$ cat src/rtl/npc_exec_ctrl_if.sv
// Instruction-memory fetch bus: valid/ready request channel plus a valid-only response pulse.
interface npc_exec_ctrl_if;
  logic        req_valid;
  logic        req_ready;
  logic [31:0] req_addr;
  logic        rsp_valid;
  logic [31:0] rsp_data;

  modport master (
    output req_valid,
    output req_addr,
    input  req_ready,
    input  rsp_valid,
    input  rsp_data
  );

  modport slave (
    input  req_valid,
    input  req_addr,
    output req_ready,
    output rsp_valid,
    output rsp_data
  );
endinterface

$ cat src/rtl/npc_exec_ctrl.sv
// Multi-cycle fetch/execute sequencer for the NPC datapath: REQ -> WAIT -> EXEC per instruction,
// halting on ebreak, a misaligned next PC, or a fetch that never answers.
module npc_exec_ctrl #(
  parameter logic [31:0] RESET_PC = 32'h8000_0000,
  parameter int          CNT_W    = 32,
  parameter logic [7:0]  TIMEOUT  = 8'd255
) (
  input  logic                 clk,
  input  logic                 rst,
  input  logic                 start,
  npc_exec_ctrl_if.master      imem,
  output logic [31:0]          dp_pc,
  output logic [31:0]          dp_instruction,
  output logic                 dp_wen,
  input  logic [31:0]          dp_next_pc,
  output logic                 halted,
  output logic [1:0]           halt_code,
  output logic [CNT_W-1:0]     cycle_cnt,
  output logic [CNT_W-1:0]     instret
);

  localparam logic [31:0]      INST_NOP    = 32'h0000_0013;
  localparam logic [31:0]      INST_EBREAK = 32'h0010_0073;
  localparam logic [CNT_W-1:0] CNT_ONE     = CNT_W'(1);

  typedef enum logic [2:0] {
    S_IDLE,
    S_REQ,
    S_WAIT,
    S_EXEC,
    S_HALT
  } state_t;

  state_t           state_reg,   state_next;
  logic [31:0]      pc_reg,      pc_next;
  logic [31:0]      inst_reg,    inst_next;
  logic [1:0]       code_reg,    code_next;
  logic [CNT_W-1:0] cycle_reg,   cycle_next;
  logic [CNT_W-1:0] instret_reg, instret_next;
  logic [7:0]       to_cnt_reg,  to_cnt_next;

  always_ff @(posedge clk or negedge rst) begin
    if (!rst) begin
      state_reg   <= S_IDLE;
      pc_reg      <= RESET_PC;
      inst_reg    <= INST_NOP;
      code_reg    <= 2'd0;
      cycle_reg   <= '0;
      instret_reg <= '0;
      to_cnt_reg  <= 8'd0;
    end else begin
      state_reg   <= state_next;
      pc_reg      <= pc_next;
      inst_reg    <= inst_next;
      code_reg    <= code_next;
      cycle_reg   <= cycle_next;
      instret_reg <= instret_next;
      to_cnt_reg  <= to_cnt_next;
    end
  end

  always_comb begin
    state_next   = state_reg;
    pc_next      = pc_reg;
    inst_next    = inst_reg;
    code_next    = code_reg;
    cycle_next   = cycle_reg;
    instret_next = instret_reg;
    to_cnt_next  = to_cnt_reg;

    case (state_reg)
      S_IDLE: begin
        if (start) state_next = S_REQ;
      end

      S_REQ: begin
        cycle_next = cycle_reg + CNT_ONE;
        if (imem.req_ready) begin
          state_next  = S_WAIT;
          to_cnt_next = 8'd0;
        end
      end

      S_WAIT: begin
        cycle_next = cycle_reg + CNT_ONE;
        if (imem.rsp_valid) begin
          inst_next  = imem.rsp_data;
          state_next = S_EXEC;
        end else begin
          to_cnt_next = to_cnt_reg + 8'd1;
          // The increment that lands on TIMEOUT is the one that gives up.
          if (to_cnt_reg == TIMEOUT - 8'd1) begin
            state_next = S_HALT;
            code_next  = 2'd3;
          end
        end
      end

      S_EXEC: begin
        cycle_next = cycle_reg + CNT_ONE;
        if (inst_reg == INST_EBREAK) begin
          instret_next = instret_reg + CNT_ONE;
          state_next   = S_HALT;
          code_next    = 2'd1;
        end else if (dp_next_pc[1:0] != 2'b00) begin
          // The write still happens; only the PC commit is refused.
          state_next = S_HALT;
          code_next  = 2'd2;
        end else begin
          pc_next      = dp_next_pc;
          instret_next = instret_reg + CNT_ONE;
          state_next   = S_REQ;
        end
      end

      S_HALT: begin
        if (start) begin
          state_next   = S_REQ;
          pc_next      = RESET_PC;
          cycle_next   = '0;
          instret_next = '0;
          code_next    = 2'd0;
        end
      end

      default: state_next = S_IDLE;
    endcase
  end

  assign imem.req_valid = (state_reg == S_REQ);
  assign imem.req_addr  = pc_reg;
  assign dp_pc          = pc_reg;
  assign dp_instruction = inst_reg;
  assign dp_wen         = (state_reg == S_EXEC) && (inst_reg != INST_EBREAK);
  assign halted         = (state_reg == S_HALT);
  assign halt_code      = code_reg;
  assign cycle_cnt      = cycle_reg;
  assign instret        = instret_reg;

endmodule

$ cat src/flat_wrapper.sv
// flat-port wrapper written by rule: the top's interface ports become plain ports
module npc_exec_ctrl_flat 
#(
  parameter logic [31:0] RESET_PC = 32'h8000_0000,
  parameter int          CNT_W    = 32,
  parameter logic [7:0]  TIMEOUT  = 8'd255
)
  (clk, rst, start, dp_pc, dp_instruction, dp_wen, dp_next_pc, halted, halt_code, cycle_cnt, instret, imem_req_valid, imem_req_addr, imem_req_ready, imem_rsp_valid, imem_rsp_data);
  npc_exec_ctrl_if imem_i ();
  input  logic clk;
  input  logic rst;
  input  logic start;
  output logic [31:0] dp_pc;
  output logic [31:0] dp_instruction;
  output logic dp_wen;
  input  logic [31:0] dp_next_pc;
  output logic halted;
  output logic [1:0] halt_code;
  output logic [CNT_W-1:0] cycle_cnt;
  output logic [CNT_W-1:0] instret;
  output wire logic [$bits(imem_i.req_valid)-1:0] imem_req_valid;
  output wire logic [$bits(imem_i.req_addr)-1:0] imem_req_addr;
  input wire logic [$bits(imem_i.req_ready)-1:0] imem_req_ready;
  input wire logic [$bits(imem_i.rsp_valid)-1:0] imem_rsp_valid;
  input wire logic [$bits(imem_i.rsp_data)-1:0] imem_rsp_data;
  assign imem_req_valid = imem_i.req_valid;
  assign imem_req_addr = imem_i.req_addr;
  assign imem_i.req_ready = imem_req_ready;
  assign imem_i.rsp_valid = imem_rsp_valid;
  assign imem_i.rsp_data = imem_rsp_data;
  npc_exec_ctrl #(.RESET_PC(RESET_PC), .CNT_W(CNT_W), .TIMEOUT(TIMEOUT)) u_core (.clk(clk), .rst(rst), .start(start), .imem(imem_i), .dp_pc(dp_pc), .dp_instruction(dp_instruction), .dp_wen(dp_wen), .dp_next_pc(dp_next_pc), .halted(halted), .halt_code(halt_code), .cycle_cnt(cycle_cnt), .instret(instret));
endmodule
$ cat config.mk
export PLATFORM = sky130hd
export DESIGN_NAME = npc_exec_ctrl_flat
export DESIGN_NICKNAME = d
export VERILOG_FILES = /design/src/rtl/npc_exec_ctrl_if.sv /design/src/rtl/npc_exec_ctrl.sv /design/src/flat_wrapper.sv
export SDC_FILE = /design/constraint.sdc
export NUM_CORES = 1
export LEC_CHECK = 0
export CORE_MARGIN = 2
export CORE_UTILIZATION = 45
export CTS_BUF_LIST = sky130_fd_sc_hd__clkbuf_4
export DETAILED_ROUTE_END_ITERATION = 8
export PLACE_DENSITY = 0.79
export SLEW_MARGIN = 20
export SYNTH_ARGS = -nofsm -noshare
export SYNTH_HDL_FRONTEND = slang
export SYNTH_SLANG_ARGS = --single-unit
$ cat constraint.sdc
create_clock -name clk -period 2.4 [get_ports clk]
set_input_delay 0.36 -clock clk [delete_from_list [all_inputs] [get_ports clk]]
set_output_delay 0.36 -clock clk [all_outputs]
set_load 0.01 [all_outputs]
Yosys cells after proc, flatten, opt, wreduce, memory -nomap -nowiden
Index checks and enable logic that the tools add are counted.
Storage, ports and cells
  flip-flop bits (word level): 141
  input port bits: 69
  logic and storage cells: 68
  output and inout bits: 165
Cells by class
  add/sub/neg operators: 3
  equality and inequality tests: 17
  reduce and logical (&&, ||, !) cells: 16
  muxes and demuxes: 25
Operators with widths (number)
  32-bit 2-to-1 mux: 6
  32-bit one-hot mux with 2 select lines: 3
  32-bit by 1-bit adder with 32-bit output, second input constant: 2
  32-bit by 21-bit == test with 1-bit output, second input constant: 1
  32-bit by 21-bit inequality test with 1-bit output, second input constant: 1
  3-bit 2-to-1 mux: 6
  8-bit 2-to-1 mux: 2
  8-bit one-hot mux with 2 select lines: 1
  3-bit one-hot mux with 4 select lines: 1
  2-bit 2-to-1 mux: 5
  3-bit AND reduction: 3
  8-bit by 1-bit adder with 8-bit output, second input constant: 1
  8-bit == test, second input constant: 1
  2-bit inequality test, second input constant: 4
  2-bit nonzero test: 4
  3-bit by 2-bit == test with 1-bit output, second input constant: 2
  2-bit by 1-bit inequality test with 1-bit output, second input constant: 3
  3-bit by 2-bit inequality test with 1-bit output, second input constant: 2
  2-bit one-hot mux with 3 select lines: 1
  5-bit AND reduction: 1
  2-bit AND reduction: 2
  4-bit AND reduction: 1
  3-bit by 1-bit == test with 1-bit output, second input constant: 1
  3-bit == test, second input constant: 1
  other kinds (6): 6

Depth between registers and ports, before layout
  depth after elaboration: 4
  depth in mapped cells: 7
  gate-level depth less buffers: 6

Worst setup path before layout
No wires, ideal clock.
  kind: register -> register
  from: register u_core.cycle_reg[9], in the netlist u_core.cycle_cnt[9]
  to: register u_core.cycle_reg[30], in the netlist u_core.cycle_cnt[30]
  stages on the path, launching flop included: 8
  path buffers: 2
  setup time: 0.078 ns
  arrival: 2.081 ns
  data required time: 2.322 ns
  slack: 0.241 ns
  period minus slack after synthesis: 2.159 ns
  cell sequence: dfrtp_1 -> and4_1 -> buf_6 -> nand4_4 -> or4_1 -> buf_2 -> or4_1 -> a21oi_1
Between the ends
  word-level cells in the longest chain between the ends: 2
Ends and longest elaborated chain
  start: declaration: RTL line npc_exec_ctrl.sv:38  | logic [CNT_W-1:0] cycle_reg, cycle_next;
  start signal: assignment: RTL line npc_exec_ctrl.sv:56  | cycle_reg <= cycle_next;
  32-bit by 1-bit adder with 32-bit output: RTL line npc_exec_ctrl.sv:77, npc_exec_ctrl.sv:85, npc_exec_ctrl.sv:100
  32-bit one-hot mux with 2 select lines: RTL line npc_exec_ctrl.sv:71  | case (state_reg)
Every way passes these cells.
A chain may end at the register's enable or synchronous reset.

Worst setup path after layout
  from: register u_core.inst_reg[4], in the netlist u_core.dp_instruction[4]
  to: register u_core.instret_reg[29], in the netlist u_core.instret[29]
Between the ends
  word-level cells in the longest chain between the ends: 3
  elaborated cells on any way between the ends: 5
  classes of those cells: eq/ne (2); mux (2); reduce/logical (1)
Ends and longest elaborated chain
  start: declaration: RTL line npc_exec_ctrl.sv:36  | logic [31:0] inst_reg, inst_next;
  start signal: assignment: RTL line npc_exec_ctrl.sv:54  | inst_reg <= inst_next;
  32-bit by 21-bit == test with 1-bit output (*): RTL line npc_exec_ctrl.sv:101  | if (inst_reg == INST_EBREAK) begin
  3-bit by 2-bit inequality test with 1-bit output (no source line) or 32-bit 2-to-1 mux (tied branches)
  3-bit AND reduction (no source line) or 32-bit one-hot mux with 2 select lines (tied branches)
  end signal: assignment: RTL line npc_exec_ctrl.sv:57  | instret_reg <= instret_next;
  end: declaration: RTL line npc_exec_ctrl.sv:39  | logic [CNT_W-1:0] instret_reg, instret_next;
Mark *: on every way between the ends. The rest lies on a longest branch, timed or not.

==> run_results.csv <==
group,metric,value,unit
clock_network,cts_tree,"built",
timing,final-hold-violation-count,0,
timing,slew-limit-headroom,60.4,%
drt,wl_per_cell,17.1,um
worst_setup_path,crit_path_top_delay_cell,"sky130_fd_sc_hd__dfstp_2",
clock_network,cts_num_sinks,141,
synthesis,syn_nets,790,
synthesis,ys_async_sr_fraction,100,%
worst_setup_path,critical_path_peak_fanout,13,
worst_setup_path,path_class,"reg2reg",
finish,seqCellArea,0.00354,mm2
place,io_buffers,233,
grt,grt_first_pass_wirelength,30800,um
synthesis,syn-cell-area,0.00700,mm2
pwr,power_per_cell_area,986,mW/mm2
finish,final_util,65.7,%
finish,final_cell_area,0.00998,mm2
worst_setup_path,timing.critical_path.required,2.88,ns
worst_setup_path,cp_top_family,"simple AND/OR/NAND/NOR gates",
worst_setup_path,critPathArrivalTime,2.79,ns
floorplan,core_area,0.0152,mm2
job,drv_cap,0,
synthesis,syn_area_per_cell,9.76,um2
finish,area_delta_synth_final,42.7,%
timing,maxClockFrequency,0.433,GHz
floorplan,die_h,129,um
drt,dr.pass1.iters,4,
finish,footprint_of_the_multi_input_gates,0.00313,mm2
synthesis,yosysWarnings,0,
synthesis,postSynthCellCount,717,
timing,slew_violations,0,
worst_setup_path,critical_path.endpoint_type,"flop",
min_path,min-delay-path-class,"in2async",
floorplan,ios,234,
floorplan,initial_core_util,46.0,%
drt,detail_route.vias_per_cell,5.56,
drt,wirelength,19500,um
pwr,power_leakage,4.07,nW
finish,fraction_of_final_layout_cells_with_drive_strength_greater_than_1,13.8,%
drt,route.vias.total,6354,
synthesis,synth_top_cell_by_area,"sky130_fd_sc_hd__dfrtp_1",
drt,ant_nets,0,
finish,fillers,1212,
pwr,max-vdd-ir-drop,0.000698,V
synthesis,synth-edff-count,0,
timing,clock_skew,0.0166,ns
clock_network,root_buffer_selected_by_cts,"sky130_fd_sc_hd__clkbuf_4",
place,routability_congestion_estimate_from_global_placement,0.804,
finish,final_nets,1014,
worst_setup_path,critical_path.startpoint_type,"flop",
grt,first_global_vias,5990,
floorplan,fp.dieW,129,um
grt,sum_of_overflow_across_all_layers_after_global_routing,0,
clock_network,clock_latency,0.55,ns
timing,min_period,2.31,ns
floorplan,die_area,0.0166,mm2
drt,dr.first_iter.drc_count,414,
grt,track_usage,23.5,%
grt,grt_antenna_before_repair,1,
synthesis,synth-main-ff-cell,"sky130_fd_sc_hd__dfrtp_1",
place,cell_area_after_placement,0.00951,mm2
clock_network,cts_inserted_buffers,17,
timing,worst_pin_slew,0.589,ns
grt,grt_max_degree,67,
synthesis,synthTopCellsByArea,"sky130_fd_sc_hd__dfrtp_1 (49%), sky130_fd_sc_hd__mux2_2 (5.2%), sky130_fd_sc_hd__nand3_1 (4.1%)",
worst_setup_path,worstPathBufferInverterCount,2,
synthesis,count_of_state_elements_after_synthesis,141,
timing,final_min_period_over_clock_period,96.2,%
place,dp_hpwl,13900,um
status,outcome,"complete, no violations",
worst_setup_path,cp_cell_sequence,"nor4bb_4, and4_4, buf_4, a211oi_4, buf_6, or4_1, a21oi_1",
synthesis,fraction_of_post_synthesis_cell_area_in_the_top_cell_type_by_area,49.0,%
clock_network,clk_pin_slew_worst_paths,0.12,ns
synthesis,seq_area_frac_synth,50.5,%
synthesis,post_synth_num_cell_types,47,
floorplan,placementRows,45,
clock_network,clock_tree.buffer_depth,2,
clock_network,htree_levels,4,
timing,setup_viol,0,
drt,drc,0,
worst_setup_path,timing.critical_path.slowest_cell_delay,0.56,ns
final cells by class:
type	count	area share (%)
multi-input combinational	492	31.4
clock inverter	14	1.99
antenna	1	0.0251
clock buffer	18	1.35
sequential	141	35.4
inverter	12	0.451
tap	188	2.36
timing repair buffer	277	27.1
cell families after synthesis:
group	count (synthesis)	share of synthesized area, %
multiplexers	34	5.44
AO/OA/AOI/OAI	144	12.0
adder cells (fa/ha/maj)	4	0.715
buffers and inverters	84	6.44
flip-flops	141	50.5
XOR/XNOR	20	2.50
AND/OR/NAND/NOR	290	22.4
power breakdown:
| group | total [mW] | switching, mW | internal [mW] |
|---|---|---|---|
| logic | 4.13 | 1.76 | 2.38 |
| clock network | 1.81 | 0.881 | 0.926 |
| registers | 3.90 | 0.803 | 3.10 |
placed cells by master, fill, tap and decap left out, drive strengths merged, types with 13 or more instances in the layout:
master / count
a21oi: 46
or3: 13
clkbuf: 19
nor4: 15
buf: 44
o21ai: 54
nor2: 36
clkdlybuf4s50: 229
o31ai: 27
nand2: 76
mux2: 32
nand3: 58
dfrtp: 137
nand4: 26
or4: 29
metal layers:
metal	vias to the layer above	GRT usage (%)	routed length [um]
met4	0	7.54	340
met3	27	7.23	1360
met2	195	36.6	9250
met1	3075	31.6	8590
met5	-	0	0
li1	3057	-	-
cell usage after synthesis, types with 2 or more instances:
| library cell | n |
|---|---|
| sky130_fd_sc_hd__dfrtp_1 | 137 |
| sky130_fd_sc_hd__nand2_1 | 76 |
| sky130_fd_sc_hd__nand3_1 | 58 |
| sky130_fd_sc_hd__o21ai_0 | 53 |
| sky130_fd_sc_hd__a21oi_1 | 46 |
| sky130_fd_sc_hd__nor2_1 | 36 |
| sky130_fd_sc_hd__clkbuf_1 | 34 |
| sky130_fd_sc_hd__buf_4 | 33 |
| sky130_fd_sc_hd__mux2_2 | 32 |
| sky130_fd_sc_hd__or4_1 | 29 |
| sky130_fd_sc_hd__o31ai_1 | 27 |
| sky130_fd_sc_hd__nand4_1 | 25 |
| sky130_fd_sc_hd__nor4_1 | 15 |
| sky130_fd_sc_hd__or3_1 | 13 |
| sky130_fd_sc_hd__inv_1 | 12 |
| sky130_fd_sc_hd__xor2_1 | 12 |
| sky130_fd_sc_hd__and4_1 | 10 |
| sky130_fd_sc_hd__xnor2_1 | 8 |
| sky130_fd_sc_hd__and3_1 | 6 |
| sky130_fd_sc_hd__nor3_1 | 6 |
| sky130_fd_sc_hd__o211ai_1 | 5 |
| sky130_fd_sc_hd__dfstp_2 | 4 |
| sky130_fd_sc_hd__ha_1 | 4 |
| sky130_fd_sc_hd__nand2b_1 | 4 |
| sky130_fd_sc_hd__a211oi_1 | 3 |
| sky130_fd_sc_hd__buf_2 | 3 |
| sky130_fd_sc_hd__a22o_1 | 2 |
| sky130_fd_sc_hd__mux2i_1 | 2 |
| sky130_fd_sc_hd__nand3b_1 | 2 |
| sky130_fd_sc_hd__nor4b_1 | 2 |
| sky130_fd_sc_hd__nor4bb_1 | 2 |
repair_timing:
item / 4_1_cts / 5_1_grt
endpoints found under the hold margin: 108 / 0
hold buffers: 1 / 0
buffers inserted: 1 / 1
pin swaps: 4 / 2
cloned: 0 / 1
endpoints found under the setup margin: 5 / 22
resized for setup: 10 / 16
through the flow:
stage	hold slack, ns	std cells	power [mW]	setup TNS (ns)	setup WS (ns)
finish	0.222	1143	9.84	0	0.0901
global route	0.215	1143	10.4	-0.0554	-0.0363
CTS	0.182	1139	9.79	-0.714	-0.154
detailed placement	0.235	1105	7.93	-0.769	-0.124
global placement	0.234	1105	7.86	-0.451	-0.120
floorplan	0.0644	717	5.61	0	0.241
path summary, 6_finish.rpt:
check,cells after the start,end,from,slack (ns)
min,2,u_core.cycle_cnt[24],rst,0.22
min in group clk,3,u_core.dp_pc[24],dp_next_pc[24],0.34
max,7,u_core.instret[29],u_core.dp_instruction[4],0.09
max in group asynchronous,3,u_core.dp_pc[31],rst,1.51
min reg2reg,1,u_core.to_cnt_reg[5],u_core.to_cnt_reg[5],0.50
max reg2reg,7,u_core.instret[29],u_core.dp_instruction[4],0.09
No activity file was read; power rests on OpenSTA's default activity.
